File: src/rtl/irq_latch8.sv
// Interrupt-request front end: synchronises and edge-detects 8 request lines into
// sticky pending bits, masks them for the priority encoder, and tracks in-service state.
module irq_latch8 #(
  parameter int unsigned N           = 8,
  parameter int unsigned IDW         = $clog2(N),
  parameter int unsigned SYNC_STAGES = 2
) (
  input  logic           clk,
  input  logic           rst_n,
  input  logic [N-1:0]   req_in,
  input  logic           mask_we,
  input  logic [N-1:0]   mask_wdata,
  input  logic           ack,
  input  logic [IDW-1:0] ack_id,
  input  logic           eoi,
  output logic [N-1:0]   Din,
  output logic           EN,
  output logic           busy,
  output logic [IDW-1:0] isr_id,
  output logic           ovf
);

  typedef enum logic [1:0] {
    IDLE    = 2'd0,
    REQ     = 2'd1,
    SERVICE = 2'd2
  } state_t;

  state_t         state, state_nx;
  logic [N-1:0]   sync_q [SYNC_STAGES];
  logic [N-1:0]   hist_q;
  logic [N-1:0]   pending_q;
  logic [N-1:0]   mask_q;
  logic [N-1:0]   edge_det;
  logic [N-1:0]   clr;
  logic           accept;

  assign edge_det = sync_q[SYNC_STAGES-1] & ~hist_q;
  assign Din      = pending_q & ~mask_q;
  assign EN       = (state == REQ);
  assign busy     = (state == SERVICE);

  always_comb begin
    accept = 1'b0;
    clr    = '0;
    if ((state == REQ) && ack && Din[ack_id]) begin
      accept      = 1'b1;
      clr[ack_id] = 1'b1;
    end
  end

  always_ff @(posedge clk or negedge rst_n) begin
    if (!rst_n) begin
      for (int unsigned i = 0; i < SYNC_STAGES; i++) sync_q[i] <= '0;
      hist_q    <= '0;
      pending_q <= '0;
      mask_q    <= '0;
      isr_id    <= '0;
      ovf       <= 1'b0;
    end else begin
      sync_q[0] <= req_in;
      for (int unsigned i = 1; i < SYNC_STAGES; i++) sync_q[i] <= sync_q[i-1];
      hist_q <= sync_q[SYNC_STAGES-1];
      // A fresh edge wins over a same-cycle clear so the new event is not lost.
      pending_q <= (pending_q & ~clr) | edge_det;
      ovf       <= |(edge_det & pending_q & ~clr);
      if (mask_we) mask_q <= mask_wdata;
      if (accept) isr_id <= ack_id;
    end
  end

  always_ff @(posedge clk or negedge rst_n) begin
    if (!rst_n) state <= IDLE;
    else        state <= state_nx;
  end

  always_comb begin
    state_nx = state;
    unique case (state)
      IDLE:    if (|Din) state_nx = REQ;
      REQ: begin
        if (accept)      state_nx = SERVICE;
        else if (~|Din)  state_nx = IDLE;
      end
      SERVICE: if (eoi) state_nx = IDLE;
      default: state_nx = IDLE;
    endcase
  end

endmodule

File: config.mk
export PLATFORM = sky130hd
export DESIGN_NAME = irq_latch8
export DESIGN_NICKNAME = d
export VERILOG_FILES = /design/src/rtl/irq_latch8.sv
export SDC_FILE = /design/constraint.sdc
export NUM_CORES = 1
export LEC_CHECK = 0
export CAP_MARGIN = 20
export CORE_UTILIZATION = 49
export DETAILED_ROUTE_END_ITERATION = 6
export PLACE_DENSITY = 0.87
export SLEW_MARGIN = 20
export SYNTH_ARGS = -nofsm -noshare
export SYNTH_HDL_FRONTEND = slang
export SYNTH_SLANG_ARGS = --single-unit
File: constraint.sdc
create_clock -name clk -period 2.1 [get_ports clk]
set_input_delay 0.315 -clock clk [delete_from_list [all_inputs] [get_ports clk]]
set_output_delay 0.315 -clock clk [all_outputs]
set_load 0.02 [all_outputs]
==> results.toml, run 1 <==
[logic_synthesis]
ys_types = 32
synth_edf_count = 0
syn_area_per_cell_sq_um = 14.0
yosysTopAreaCell = "dfrtp_1"
syn-num-nets = 151
synth_top_area_share_pct = 64.9
synth.area.top_cells = "dfrtp_1 (65%), mux2_2 (5.1%), o31ai_1 (3.4%)"
async_flop_share_pct = 100
synth_cells = 127
synth_seq_area_share_pct = 64.9
ys_warn_count = 0
ys_ff_latch = 46
synthFlopType = "dfrtp_1"
synth_area_sq_um = 1770

[run]
max-cap-violations = 0

[global_route]
grt_antenna_before_repair = 0
overflow = 0
grt_pass1_wl_um = 6430
track_usage_pct = 21.4
grt_max_degree = 34
grt_pass1_vias = 1353

[clock_network]
ctsResizeCount = 0
postCtsHoldBufs = 0
path_clk_slew_ns = 0.13
clk_latency_ns = 0.35
clock_sinks = 46
h-tree-depth = 2
cts_buffer_depth = 2
postCtsSetupRepairBufs = 0
cts_root_buf = "clkbuf_4"
cts_tree = "done"
cts_buffers = 5

[sta]
slew_viol_final = 0
fin_crit_ns = 2.00
worst_slew_pin_slew_ns = 0.673
fin_worst_hold_slack_ns = -0.0149
timing.final.ws_setup_ns = 0.102
hold_viol = 14
finalClockSkew_ns = 0.0146
rsz0062_at_grt = "false"
clock.fmax_mhz = 500
max-slew-margin-rel_pct = 55.1
finalSetupViolCount = 0
fin_crit_sh_pct = 95.2

[placement]
place_hpwl_um = 2770
dp_slack_ns = -0.110
io_buffers = 37
dp.cells = 216
gp_congestion = 0.865
placed_area_sq_um = 2250

[cells_and_area]
finalNetCount = 201
utilization_pct = 67.9
fin_cells = 224
antenna_cells = 0
fin_area_sq_um = 2300
area_growth_pct = 29.7
drive_gt1_share_pct = 18.0

[power_and_ir_drop]
power_leakage_nw = 0.955
powerDensity_nw_per_um2 = 844
ir_drop_mv = 0.461

[routing]
vias = 1228
wl_met2_um = 1900
wl_met3_um = 165
routedLengthMet1_um = 1410
totalWireLength_um = 3530
drtPass1Iterations = 4
via_per_inst = 5.48
route.detailed.drc = 0
wl_per_cell_um = 15.8
highest_layer = "met4"
ant_nets = 0
dr.first_iter.drc_count = 61

[floorplan]
io_pins = 38
die_w_um = 62.2
fp.dieH_um = 62.2
core_sq_um = 3390
num_rows = 21
design.die.area_sq_um = 3870
start_util_pct = 52.3

[run_status]
violations = "negative hold slack"
outcome = "finished with violations"

[critical_path]
crit_arrival_ns = 1.68
required_ns = 1.78
cp.buffers_inverters = 1
path_max_fanout = 4
crit_family = "buffers and inverters"
path_cells = "nor2b_1 -> clkdlybuf4s50_1"
slowest_stage = "clkdlybuf4s50_1"
start_kind = "register"
end_kind = "primary output"
crit_cells = 2
worstSetupPathType = "register to primary output"
rr_worst_depth = 4
crit_path_max_incr_delay_ns = 0.66

[min_path]
hold_class = "primary input to asynchronous set/reset pin"
-- cells in the final DEF, fill, tap and decap left out, drive strengths merged, types with 3 or more instances in the layout --
cell / count
dfrtp: 46
clkdlybuf4s50: 36
inv: 11
mux2: 10
o31ai: 8
buf: 8
nor2b: 7
nand2b: 7
clkbuf: 6
o21ai: 5
nand3b: 4
o311ai: 3
o22ai: 3
-- through the flow --
step | setup TNS, ns | total power [mW] | hold slack [ns]
finish | 0 | 1.94 | -0.0149
global route | 0 | 2.06 | 0.0105
CTS | 0 | 1.96 | 0.00510
detailed placement | -0.414 | 1.57 | 0.335
global placement | -0.00947 | 1.54 | 0.333
floorplan | 0 | 1.30 | 0.0194
-- per-layer routing --
metal	track usage, %	vias to the layer above
li1	-	563
met5	0	-
met2	36.3	46
met1	26.2	611
met3	5.70	8
met4	8.43	0
-- Yosys cell counts, types with 2 or more instances --
master and count:
dfrtp_1 46, inv_1 11, mux2_2 8, o31ai_1 8, nor2b_1 7, nand2b_1 6
nand3b_1 4, o21ai_0 4, o311ai_0 3, a211oi_1 2, and2b_2 2, mux2_1 2
nand4b_1 2, nor4_1 2, o2111ai_1 2, o22ai_1 2
-- layout make-up --
type                    instances  area (sq um)
clock inverters                 2          13.8
clock buffers                   6          41.3
inverters                      11          41.3
multi-input cells              69           578
flip-flops and latches         46          1150
fillers                       220          1090
repair buffers                 44           418
well taps                      46          57.6
-- where the power goes --
group          leakage, nW  total [mW]  switching (mW)  internal (mW)
sequential           0.516        1.04          0.0612          0.979
clock               0.0322       0.394           0.262          0.132
combinational        0.407       0.509           0.247          0.262
total                0.955        1.94           0.570           1.37
-- worst register-to-register path, delay by kind of cell (launching register included) --
family / cells / cell delay, ns
simple gates: 1 / 0.17
compound gates: 1 / 0.20
flops: 1 / 0.40
mux: 2 / 0.88
-- kinds of logic after synthesis --
family	after synthesis	share of synthesized area [%]
and+or+nand+nor	32	13.1
AOI/OAI and AO/OA	26	11.8
muxes	11	7.62
DFF	46	64.9
buffers and inverters	12	2.54
-- sequential cells by signal, indices dropped and copies added, names as in the netlist --
name	flops
sync_q	16
mask_q	8
state	2
pending_q	8
hist_q	8
ovf	1
isr_id	3
-- final timing paths --
check | start | endpoint | slack, ns
max in group asynchronous | rst_n | pending_q[7] | 1.53
setup / recovery | mask_q[0] | Din[0] | 0.10
setup reg to reg | mask_q[7] | isr_id[1] | 0.35
hold / removal | rst_n | mask_q[1] | -0.01
hold reg to reg | sync_q[9] | sync_q[1] | 0.36
min in group clk | sync_q[9] | sync_q[1] | 0.36
No activity file was read; power rests on OpenSTA's default activity.
==> run 2: changes to the inputs <==
Settings changed: HOLD_SLACK_MARGIN from default to 0.08.
==> run 2 against run 1 <==
Effect of this change: the run now ends clean; design area is 0.44% higher; sequential share of layout area decreased by 0.22 points; largest power group unchanged; register-to-register slack about the same; non-clock buffer count increased by 1; sequential power hardly changed; clock skew down 0.0013 ns; final cell count increased by 0.45%; first-iteration DRC count rose by 18%; critical path depth did not move; utilization is 0.30 points higher; highest routed layer unchanged; critical endpoint unchanged; sequential cell count is the same; wire length grew 0.28%.
==> results.toml, run 2 (synthesis results as in run 1) <==
[run_status]
outcome = "complete, no violations"

[power_and_ir_drop]
p_switching_mw = 0.569
powerDensity_nw_per_um2 = 841
power_leakage_nw = 0.959
pwr-share-clk_pct = 20.2
p_comb_share_pct = 26.3
intPower_mw = 1.37
p_seq_share_pct = 53.5
switching_share_pct = 29.3
ir_drop_mv = 0.460

[routing]
via_per_inst = 5.46
ant_nets = 0
drtPass1Iterations = 4
wl_met3_um = 155
wl_per_cell_um = 15.7
wl_met2_um = 1920
routedLengthMet1_um = 1410
route.detailed.drc = 0
dr.first_iter.drc_count = 72
vias = 1228
highest_layer = "met4"
totalWireLength_um = 3540

[clock_network]
postCtsSetupRepairBufs = 0
clock_sinks = 46
path_clk_slew_ns = 0.12
cts_root_buf = "clkbuf_4"
h-tree-depth = 2
cts_buffers = 5
cts_buffer_depth = 2
clk_latency_ns = 0.35
cts_tree = "done"

[sta]
clock.fmax_mhz = 500
max-slew-margin-rel_pct = 55.0
finalClockSkew_ns = 0.0134
slew_viol_final = 0
finalSetupTns_ns = 0
fin_crit_sh_pct = 95.2
hold_viol = 0
finalSetupViolCount = 0
rsz0062_at_grt = "false"
fin_crit_ns = 2.00
fin_worst_hold_slack_ns = 0.363
worst_slew_pin_slew_ns = 0.674

[cells_and_area]
top_register = "sync_q"
seqCellArea_sq_um = 1150
largest_reg_flops = 16
fillCellCount = 222
drive_gt1_share_pct = 17.9
layout_common_cells = "dfrtp_1 (46), clkdlybuf4s50_1 (36), inv_1 (11)"
antenna_cells = 0
finalNetCount = 202
multi_input_area_sq_um = 578
layout_commonest_cell = "dfrtp_1"
area_growth_pct = 30.3

[critical_path]
worstSetupPathType = "register to primary output"
crit_path_max_incr_delay_ns = 0.66
start_kind = "register"
crit_arrival_ns = 1.68
required_ns = 1.78
path_max_fanout = 4
path_cells = "nor2b_1 -> clkdlybuf4s50_1"
end_kind = "primary output"
slowest_stage = "clkdlybuf4s50_1"

[run]
max-cap-violations = 0

[floorplan]
start_util_pct = 52.3
design.die.area_sq_um = 3870
io_pins = 38
num_rows = 21
core_sq_um = 3390
fp.dieH_um = 62.2
die_w_um = 62.2

[global_route]
track_usage_pct = 21.4
grt_max_degree = 34
grt_antenna_before_repair = 0
overflow = 0
grt_pass1_wl_um = 6430
grt_pass1_vias = 1353

[placement]
io_buffers = 37
gp_congestion = 0.865
place_hpwl_um = 2770

[min_path]
hold_class = "register to register"
==> run 2: cell types whose count changed in the layout (fill, tap and decap cells not counted) <==
| cell | before | now |
|---|---|---|
| dlygate4sd3_1 | 0 | 1 |
==> run 2: path summary, 6_finish.rpt <==
check,to,cells after the start,start,slack [ns]
max,Din[0],2,mask_q[0],0.10
min,sync_q[1],0,sync_q[9],0.36
max reg2reg,ovf,4,state[1],0.34
min reg2reg,sync_q[1],0,sync_q[9],0.36
max in group asynchronous,pending_q[7],3,rst_n,0.99
min in group asynchronous,mask_q[1],2,rst_n,0.53
==> run 2: metrics by stage <==
stage	utilization [%]	cell area (sq um)	total power [mW]	setup WS (ns)	cells
global route	68.2	2310	2.06	0.00465	225
CTS	68.2	2310	1.96	0.0848	225
detailed placement	66.3	2250	1.57	-0.110	216
finish	68.2	2310	1.94	0.101	225
floorplan	-	1770	1.30	0.394	127
global placement	66.3	2250	1.54	-0.00492	216
==> run 2: per-layer routing <==
metal	track usage, %	vias up
met5	0	-
met1	26.2	614
met2	36.3	41
li1	-	565
met3	5.70	8
met4	8.43	0
==> run 2: area by class of cell <==
class                   instances  share of cell area (%)
repair buffers                 45                    18.5
clock inverters                 2                   0.596
flip-flops and latches         46                    49.8
well taps                      46                    2.49
multi-input cells              69                    25.0
inverters                      11                    1.79
clock buffers                   6                    1.79
==> run 2: timing repair <==
item | 4_1_cts | 5_1_grt
gates resized for setup | 0 | 0
hold buffers | 1 | 0
endpoints found under the hold margin | 31 | 0
==> run 2: power by group through the flow <==
| stage | clock network, mW | logic (mW) | registers (mW) |
|---|---|---|---|
| after floorplan | 0 | 0.221 | 1.08 |
| after detailed placement | 0 | 0.509 | 1.06 |
| after global routing | 0.459 | 0.550 | 1.05 |
| final | 0.393 | 0.510 | 1.04 |
| after global placement | 0 | 0.490 | 1.05 |
| after CTS | 0.408 | 0.513 | 1.04 |
==> run 2: worst max-delay path: cells and delay by family, from the launching register on <==
kind                   cells  cell delay [ns]
buffers and inverters      1             0.66
AND/OR/NAND/NOR            1             0.26
flip-flops                 1             0.43
==> run 3: changes to the inputs <==
Settings changed: SETUP_SLACK_MARGIN from default to 0.05.
==> run 3 against run 2 <==
Effect of this change: largest cell class unchanged; maximum frequency increased by 3.2%; via count shrank 0.98%; critical endpoint is now Din[1]; utilization up 0.22 points; clock skew up 0.0013 ns.
==> results.toml, run 3 (synthesis results as in run 1) <==
[run_status]
outcome = "complete, no violations"

[cells_and_area]
drive_gt1_share_pct = 17.9
layout_common_cells = "dfrtp_1 (46), clkdlybuf4s50_1 (33), inv_1 (11)"
fillCellCount = 220
largest_reg_flops = 16
layout_commonest_cell = "dfrtp_1"
antenna_cells = 0
fin_cells = 225
area_growth_pct = 30.7
finalNetCount = 202
fin_area_sq_um = 2320
top_register = "sync_q"

[global_route]
grt_max_degree = 34
grt_antenna_before_repair = 0
grt_pass1_wl_um = 6430
grt_pass1_vias = 1353
track_usage_pct = 21.4
overflow = 0

[floorplan]
die_w_um = 62.2
io_pins = 38
core_sq_um = 3390
fp.dieH_um = 62.2
num_rows = 21
design.die.area_sq_um = 3870
start_util_pct = 52.3

[clock_network]
cts_buffers = 5
h-tree-depth = 2
cts_buffer_depth = 2
cts_tree = "done"
path_clk_slew_ns = 0.13
cts_root_buf = "clkbuf_4"
clk_latency_ns = 0.35
clock_sinks = 46

[sta]
finalSetupViolCount = 0
fin_crit_sh_pct = 92.2
finalClockSkew_ns = 0.0146
hold_viol = 0
fin_crit_ns = 1.94
clock.fmax_mhz = 516
timing.final.ws_setup_ns = 0.163
rsz0062_at_grt = "false"
worst_slew_pin_slew_ns = 0.672
max-slew-margin-rel_pct = 55.2
finalSetupTns_ns = 0
slew_viol_final = 0

[critical_path]
rr_worst_depth = 4
r2r_start = "mask_q[7]"
r2r_end = "isr_id[1]"
path_max_fanout = 2
crit_arrival_ns = 1.62
worstSetupPathType = "register to primary output"
end_kind = "primary output"
start_kind = "register"
required_ns = 1.78
reg2reg_setup_slack_ns = 0.34

[routing]
ant_nets = 0
dr.first_iter.drc_count = 78
totalWireLength_um = 3540
via_per_inst = 5.40
vias = 1216
drtPass1Iterations = 6
route.detailed.drc = 0
wl_per_cell_um = 15.7

[min_path]
hold_class = "register to register"
hold_path_end = "sync_q[1]"
whs_path_depth = 0
min_from = "sync_q[9]"

[placement]
gp_congestion = 0.865
placed_area_sq_um = 2250
place_hpwl_um = 2770
dp.cells = 216
io_buffers = 37
dp_slack_ns = -0.110

[power_and_ir_drop]
p_seq_share_pct = 53.6
power_leakage_nw = 0.988
intPower_mw = 1.37
p_switching_mw = 0.569
p_total_mw = 1.94
powerDensity_nw_per_um2 = 838
ir_drop_mv = 0.461
pwr-share-clk_pct = 20.2
p_comb_share_pct = 26.2
switching_share_pct = 29.3

[run]
max-cap-violations = 0
-- run 3: metrics by stage --
stage	utilization, %	hold slack, ns
final	68.4	0.363
after global routing	68.4	0.350
after CTS	68.2	0.364
after detailed placement	66.3	0.335
after global placement	66.3	0.333
after floorplan	-	0.0194
-- run 3: critical path: stages, from the launching register on --
cell and delay (ns):
dfrtp_1 0.40, nand2b_1 0.17, inv_1 0.09, clkdlybuf4s50_1 0.61
-- run 3: per-layer routing --
metal	wire length, um	part of all wire, %	global-route usage [%]
met2	1930	55	36.3
met5	0	0	0
met3	135	3.8	5.70
met1	1420	40	26.2
met4	59	1.7	8.43
-- run 3: area by class of cell --
type / count / area [sq um] / share of cell area (%)
Tap cell: 46 / 57.6 / 2.48
Clock inverter: 2 / 13.8 / 0.594
Multi-Input combinational cell: 69 / 578 / 24.9
Inverter: 11 / 41.3 / 1.78
Timing Repair Buffer: 45 / 435 / 18.8
Clock buffer: 6 / 41.3 / 1.78
Sequential cell: 46 / 1150 / 49.6
-- run 3: power by group through the flow --
stage          registers [mW]  logic, mW  clock network [mW]
3_5_place_dp             1.06      0.509                   0
5_1_grt                  1.05      0.548               0.459
6_report                 1.04      0.508               0.393
3_3_place_gp             1.05      0.490                   0
2_1_floorplan            1.08      0.221                   0
4_1_cts                  1.04      0.513               0.408
-- run 3: worst max path at each step --
| stage | from | to | slack (ns) | depth (start not counted) |
|---|---|---|---|---|
| after CTS | mask_q[0] | Din[0] | 0.08 | 2 |
| after floorplan | mask_q[7] | isr_id[1] | 0.39 | 4 |
| after detailed placement | ack_id[2] | isr_id[1] | -0.11 | 4 |
| final | mask_q[1] | Din[1] | 0.16 | 3 |
| after global placement | ack_id[2] | isr_id[2] | -0.005 | 4 |
| after global routing | mask_q[1] | Din[1] | 0.06 | 3 |
-- run 3: timing repair --
item | in CTS | in global routing
endpoints found under the setup margin | 0 | 3
hold buffers | 1 | 0
resized for setup | 0 | 3
setup buffers | 0 | 0
endpoints found under the hold margin | 31 | 0
==> RTL edit 1: new RTL, config.mk and constraints of run 3 <==
Reset style: synchronous (`rst_n`), changed in 2 clocked blocks.
--- a/src/rtl/irq_latch8.sv
+++ b/src/rtl/irq_latch8.sv
@@ -49,7 +49,7 @@
     end
   end
 
-  always_ff @(posedge clk or negedge rst_n) begin
+  always_ff @(posedge clk) begin
     if (!rst_n) begin
       for (int unsigned i = 0; i < SYNC_STAGES; i++) sync_q[i] <= '0;
       hist_q    <= '0;
@@ -69,7 +69,7 @@
     end
   end
 
-  always_ff @(posedge clk or negedge rst_n) begin
+  always_ff @(posedge clk) begin
     if (!rst_n) state <= IDLE;
     else        state <= state_nx;
   end
Formal check against the unedited RTL: differs if rst_n is asserted again (counterexample within 4 cycles, from zero or initial values and one cycle with rst_n low); with rst_n held inactive, the same outputs for 10 cycles.
==> RTL edit 1 against run 3 <==
- synthesized area fell by 3.1%
- wire length fell by 1.6%
- design area fell by 4.0%
- final cell count rose by 18%
- clock skew fell by 0.0026 ns
- first-iteration DRC count fell by 53%
- critical path depth fell by 1
- non-clock buffer count fell by 1
- synthesized cell count rose by 36%
- worst setup slack got worse by 0.040 ns
- worst hold slack improved by 0.080 ns
- sequential cell count did not move
Power is not compared: it rests on default switching activity, and its combinational part moved more than twofold at a synthesized area within 25%.
==> RTL edit 1: results (changes against run 3) <==
Timing
  – Worst setup margin: 0.123 ns (-0.0403 ns)
  – Worst Skew: 0.0121 ns (-0.00256 ns)
  – Slew @ Worst Pin: 0.455 ns (-0.217 ns)

Place
  – Dpl hpwl: 2550 um (-8.2%)
  – Pre-CTS setup slack: -0.0698 ns (+0.0402 ns)
  – GPL Wtd Cong: 0.919 (+6.2%)

Setup path
  – Critical path origin: pending_q[1]
  – CP Capture Type: output pin
  – Critical path's largest stage delay: 0.67 ns (+0.06 ns)
  – Slowest CP cell: clkdlybuf4s50_1
  – Reg2reg path depth: 5 (+1)
  – CP arrival: 1.66 ns (+0.04 ns)
  – Worst-path maximum fanout: 3 (+1)

Finish
  – Layout cell share with drive strength beyond 1: 0.0868 (-0.0920)
  – Data buffer area share: 0.190 (+0.00230)
  – Area of the multi-input gates: 761 sq um (+32%)
  – Fillers: 271 (+23%)
  – Signal buffers: 44 (-2.2%)
  – Clk cell area share: 0.0247 (+0.00100)
  – Final Net Count: 242 (+20%)
  – Fraction of standard cell area in multi-input logic: 0.342 (+0.0926)
  – Multi-Input Combinational: 119 (+72%)

Routing
  – Residual DRC: 0 (unchanged)
  – Via count: 1377 (+13%)
  – Mean routed wirelength per cell: 13.2 um (-16%)
  – Router iterations before antenna repair: 4 (-2)
  – DRT met1 WL: 1590 um (+12%)
  – Metal2 WL: 1600 um (-17%)
  – First-iteration detailed-routing DRC count: 37 (-53%)
  – Metal3 WL: 247 um (+83%)

Synthesis
  – Commonest cells post-synth: dfxtp_1, and2_1, nor2_1
  – Netlist cell types: 31 (-3.1%)
  – Net count after synthesis: 197 (+30%)
  – Async SR Flop Fraction: 0 (-1.00)
  – Register area share after synthesis: 0.536 (-0.113)
  – Top cells by area in the synthesized netlist: dfxtp_1, and2_1, mux2i_1, nor2b_1, nor2_1

CTS
  – Clk buf depth: 2 (unchanged)

Global route
  – Pin count of the biggest net entering global routing: 26 (-24%)
  – Vias in the first global route: 1251 (-7.5%)

Outcome
  – Status: finished clean
[RTL edit 1: worst register-to-register path: stages (launching register included)]
cell and delay (ns):
dfxtp_1 0.37, nor2b_1 0.27, o22ai_1 0.14, or4_1 0.60, o21ai_0 0.18, a21oi_1 0.08
[RTL edit 1: power groups by stage]
stage	sequential [mW]	clock (mW)	combinational [mW]
2_1_floorplan	0.953	0	0.106
3_3_place_gp	0.956	0	0.202
3_5_place_dp	0.958	0	0.205
4_1_cts	0.939	0.415	0.207
5_1_grt	0.944	0.450	0.226
6_report	0.939	0.400	0.207
[RTL edit 1: metal layers]
layer / track usage / vias up
met5: 0 / -
met3: 0.0819 / 8
met4: 0.0714 / 0
met2: 0.340 / 53
li1: - / 692
met1: 0.232 / 624
[RTL edit 1: cells by family after synthesis]
kind of cell           share of synthesized area
AO/OA/AOI/OAI                              0.106
AND/OR/NAND/NOR                            0.290
multiplexers                              0.0466
flip-flops                                 0.536
buffers and inverters                     0.0218
[RTL edit 1: worst min path at each step]
| stage | endpoint | slack, ns | cells past startpoint |
|---|---|---|---|
| 6_report | sync_q[0][12] | 0.44 | 1 |
| 5_1_grt | sync_q[0][13] | 0.47 | 1 |
| 4_1_cts | sync_q[0][12] | 0.45 | 1 |
| 3_5_place_dp | sync_q[0][12] | 0.41 | 1 |
| 3_3_place_gp | sync_q[0][12] | 0.41 | 1 |
| 2_1_floorplan | sync_q[0][12] | 0.41 | 1 |
[RTL edit 1: metrics by stage]
stage / std cells / hold slack (ns)
2_1_floorplan: 173 / 0.406
3_3_place_gp: 257 / 0.410
3_5_place_dp: 257 / 0.414
4_1_cts: 265 / 0.445
5_1_grt: 265 / 0.472
6_report: 265 / 0.442
==> RTL edit 2: new RTL, flow settings as in run 3 <==
Made on the original files. `N`: 8 -> 16.
--- a/src/rtl/irq_latch8.sv
+++ b/src/rtl/irq_latch8.sv
@@ -1,7 +1,7 @@
 // Interrupt-request front end: synchronises and edge-detects 8 request lines into
 // sticky pending bits, masks them for the priority encoder, and tracks in-service state.
 module irq_latch8 #(
-  parameter int unsigned N           = 8,
+  parameter int unsigned N           = 16,
   parameter int unsigned IDW         = $clog2(N),
   parameter int unsigned SYNC_STAGES = 2
 ) (
Ports: changed (5 resized); port bits go from 38 to 64. The function was not compared with the original's and may differ.
==> RTL edit 2 against run 3 <==
- sequential cell count rose by 41
- design area rose by 100%
- worst setup slack got worse by 0.11 ns
- total power rose by 110%
- global-route usage rose by 2.0 points
- core utilization rose by 1.6 points
- largest power group unchanged
- wire length rose by 120%
- count of clock-buffer cells in the layout rose by 3
- synthesized area rose by 92%
==> RTL edit 2: results (changes against run 3) <==
Routing
  – Router iterations before antenna repair: 5 (-1)
  – Via count: 2464 (+100%)
  – Drt total wl: 7910 um (+120%)
  – First-iteration detailed-routing DRC count: 217 (+180%)

Place
  – Buffers on Ports: 63 (+70%)
  – Pre-CTS setup slack: -0.420 ns (-0.310 ns)
  – GPL Wtd Cong: 0.913 (+5.5%)
  – Dpl hpwl: 5610 um (+100%)

Setup path
  – CP Capture Type: flip-flop
  – Reg2reg path depth: 5 (+1)
  – CP delay by family, top: multiplexers
  – Critical path's largest stage delay: 0.48 ns (-0.13 ns)
  – CP arrival: 2.29 ns (+0.67 ns)
  – Reg2reg setup slack: 0.06 ns (-0.28 ns)
  – Slowest CP cell: mux4_2
  – Worst-path maximum fanout: 5 (+3)
  – Critical path origin: pending_q[3]

Timing
  – WHS: 0.352 ns (-0.0109 ns)
  – Slew @ Worst Pin: 0.517 ns (-0.155 ns)
  – Worst Skew: 0.0114 ns (-0.00316 ns)
  – Max frequency: 489 MHz (-5.3%)

Power
  – Maximum vdd drop: 0.412 mV (-11%)

CTS
  – Clock slew at reported path FFs: 0.09 ns (-0.04 ns)
  – Root Buffer: clkbuf_8
  – TritonCTS Buffers: 9 (+4)
  – Cts repair resizes: 5 (+5)
  – CTS HTree Levels: 3 (+1)

Finish
  – Fillers: 464 (+110%)
  – Layout Cells excl Fill: 457 (+100%)
  – Final Net Count: 413 (+100%)
  – Layout cell share with drive strength beyond 1: 0.260 (+0.0812)
  – Largest Register: sync_q
  – Max FFs per register: 32 (+16)

Global route
  – Vias in the first global route: 2561 (+89%)
  – Routing usage on met3: 0.0574 (+0.000408)
  – First-pass GRT wire length: 12800 um (+100%)
  – GRT Util Overall: 0.234 (+0.0196)
  – Pin count of the biggest net entering global routing: 48 (+41%)
  – Met1 Track Usage GR: 0.307 (+0.0445)
  – GR Util met2: 0.386 (+0.0230)

Synthesis
  – Mapped Avg Cell Area: 13.3 sq um (-4.8%)
  – Netlist cell types: 48 (+50%)
  – Net count after synthesis: 297 (+97%)
  – Commonest cells post-synth: dfrtp_1, o21ai_0, nor2b_1
  – Register area share after synthesis: 0.639 (-0.00957)

Outcome
  – Status: finished clean

Min path
  – Hold endpoint: sync_q[15]
[RTL edit 2: cell count changes after synthesis, moves of 3 or more]
cell and change:
or4_1 +3, nand2_1 +6, mux2_4 +5, mux2_2 +9
inv_1 +5, a21oi_1 +4, nor2_1 +8, o311ai_0 -3
o21ai_0 +19, dfrtp_1 +41, and3b_1 +5, o31ai_1 -8
nor2b_1 +13
[RTL edit 2: cell type report]
type	count	share of cell area
Inverter	16	0.0127
Multi-Input combinational cell	149	0.246
Clock buffer	9	0.0262
Tap cell	80	0.0212
Timing Repair Buffer	109	0.212
Clock inverter	7	0.0217
Sequential cell	87	0.460
[RTL edit 2: through the flow]
step           utilization  power [mW]  area (sq um)  setup TNS [ns]
2_1_floorplan            -        2.35          3410               0
3_3_place_gp         0.653        2.80          4410           -2.71
3_5_place_dp         0.653        2.83          4410           -3.45
4_1_cts              0.688        4.14          4650               0
5_1_grt              0.700        4.32          4730               0
6_report             0.700        4.14          4730               0
[RTL edit 2: cells by family (layout without fill, tap and decap cells)]
kind of cell | Yosys count | in the layout | synth area share
compound gates | 50 | 50 | 0.0988
simple gates | 74 | 74 | 0.140
buf+inv | 20 | 141 | 0.0235
mux | 25 | 25 | 0.0981
flops | 87 | 87 | 0.639
[RTL edit 2: power by group]
| group | leakage (nW) | internal [mW] | switching, mW | total (mW) |
|---|---|---|---|---|
| Sequential | 0.969 | 1.82 | 0.0904 | 1.91 |
| Combinational | 1.01 | 0.498 | 0.415 | 0.912 |
| Clock | 0.116 | 0.687 | 0.632 | 1.32 |
| Total | 2.10 | 3.00 | 1.14 | 4.14 |
[RTL edit 2: layer usage]
metal  wire (um)  vias up
met2        3980      114
met3         465       22
li1            -     1151
met4         212        0
met5           0        -
met1        3250     1177
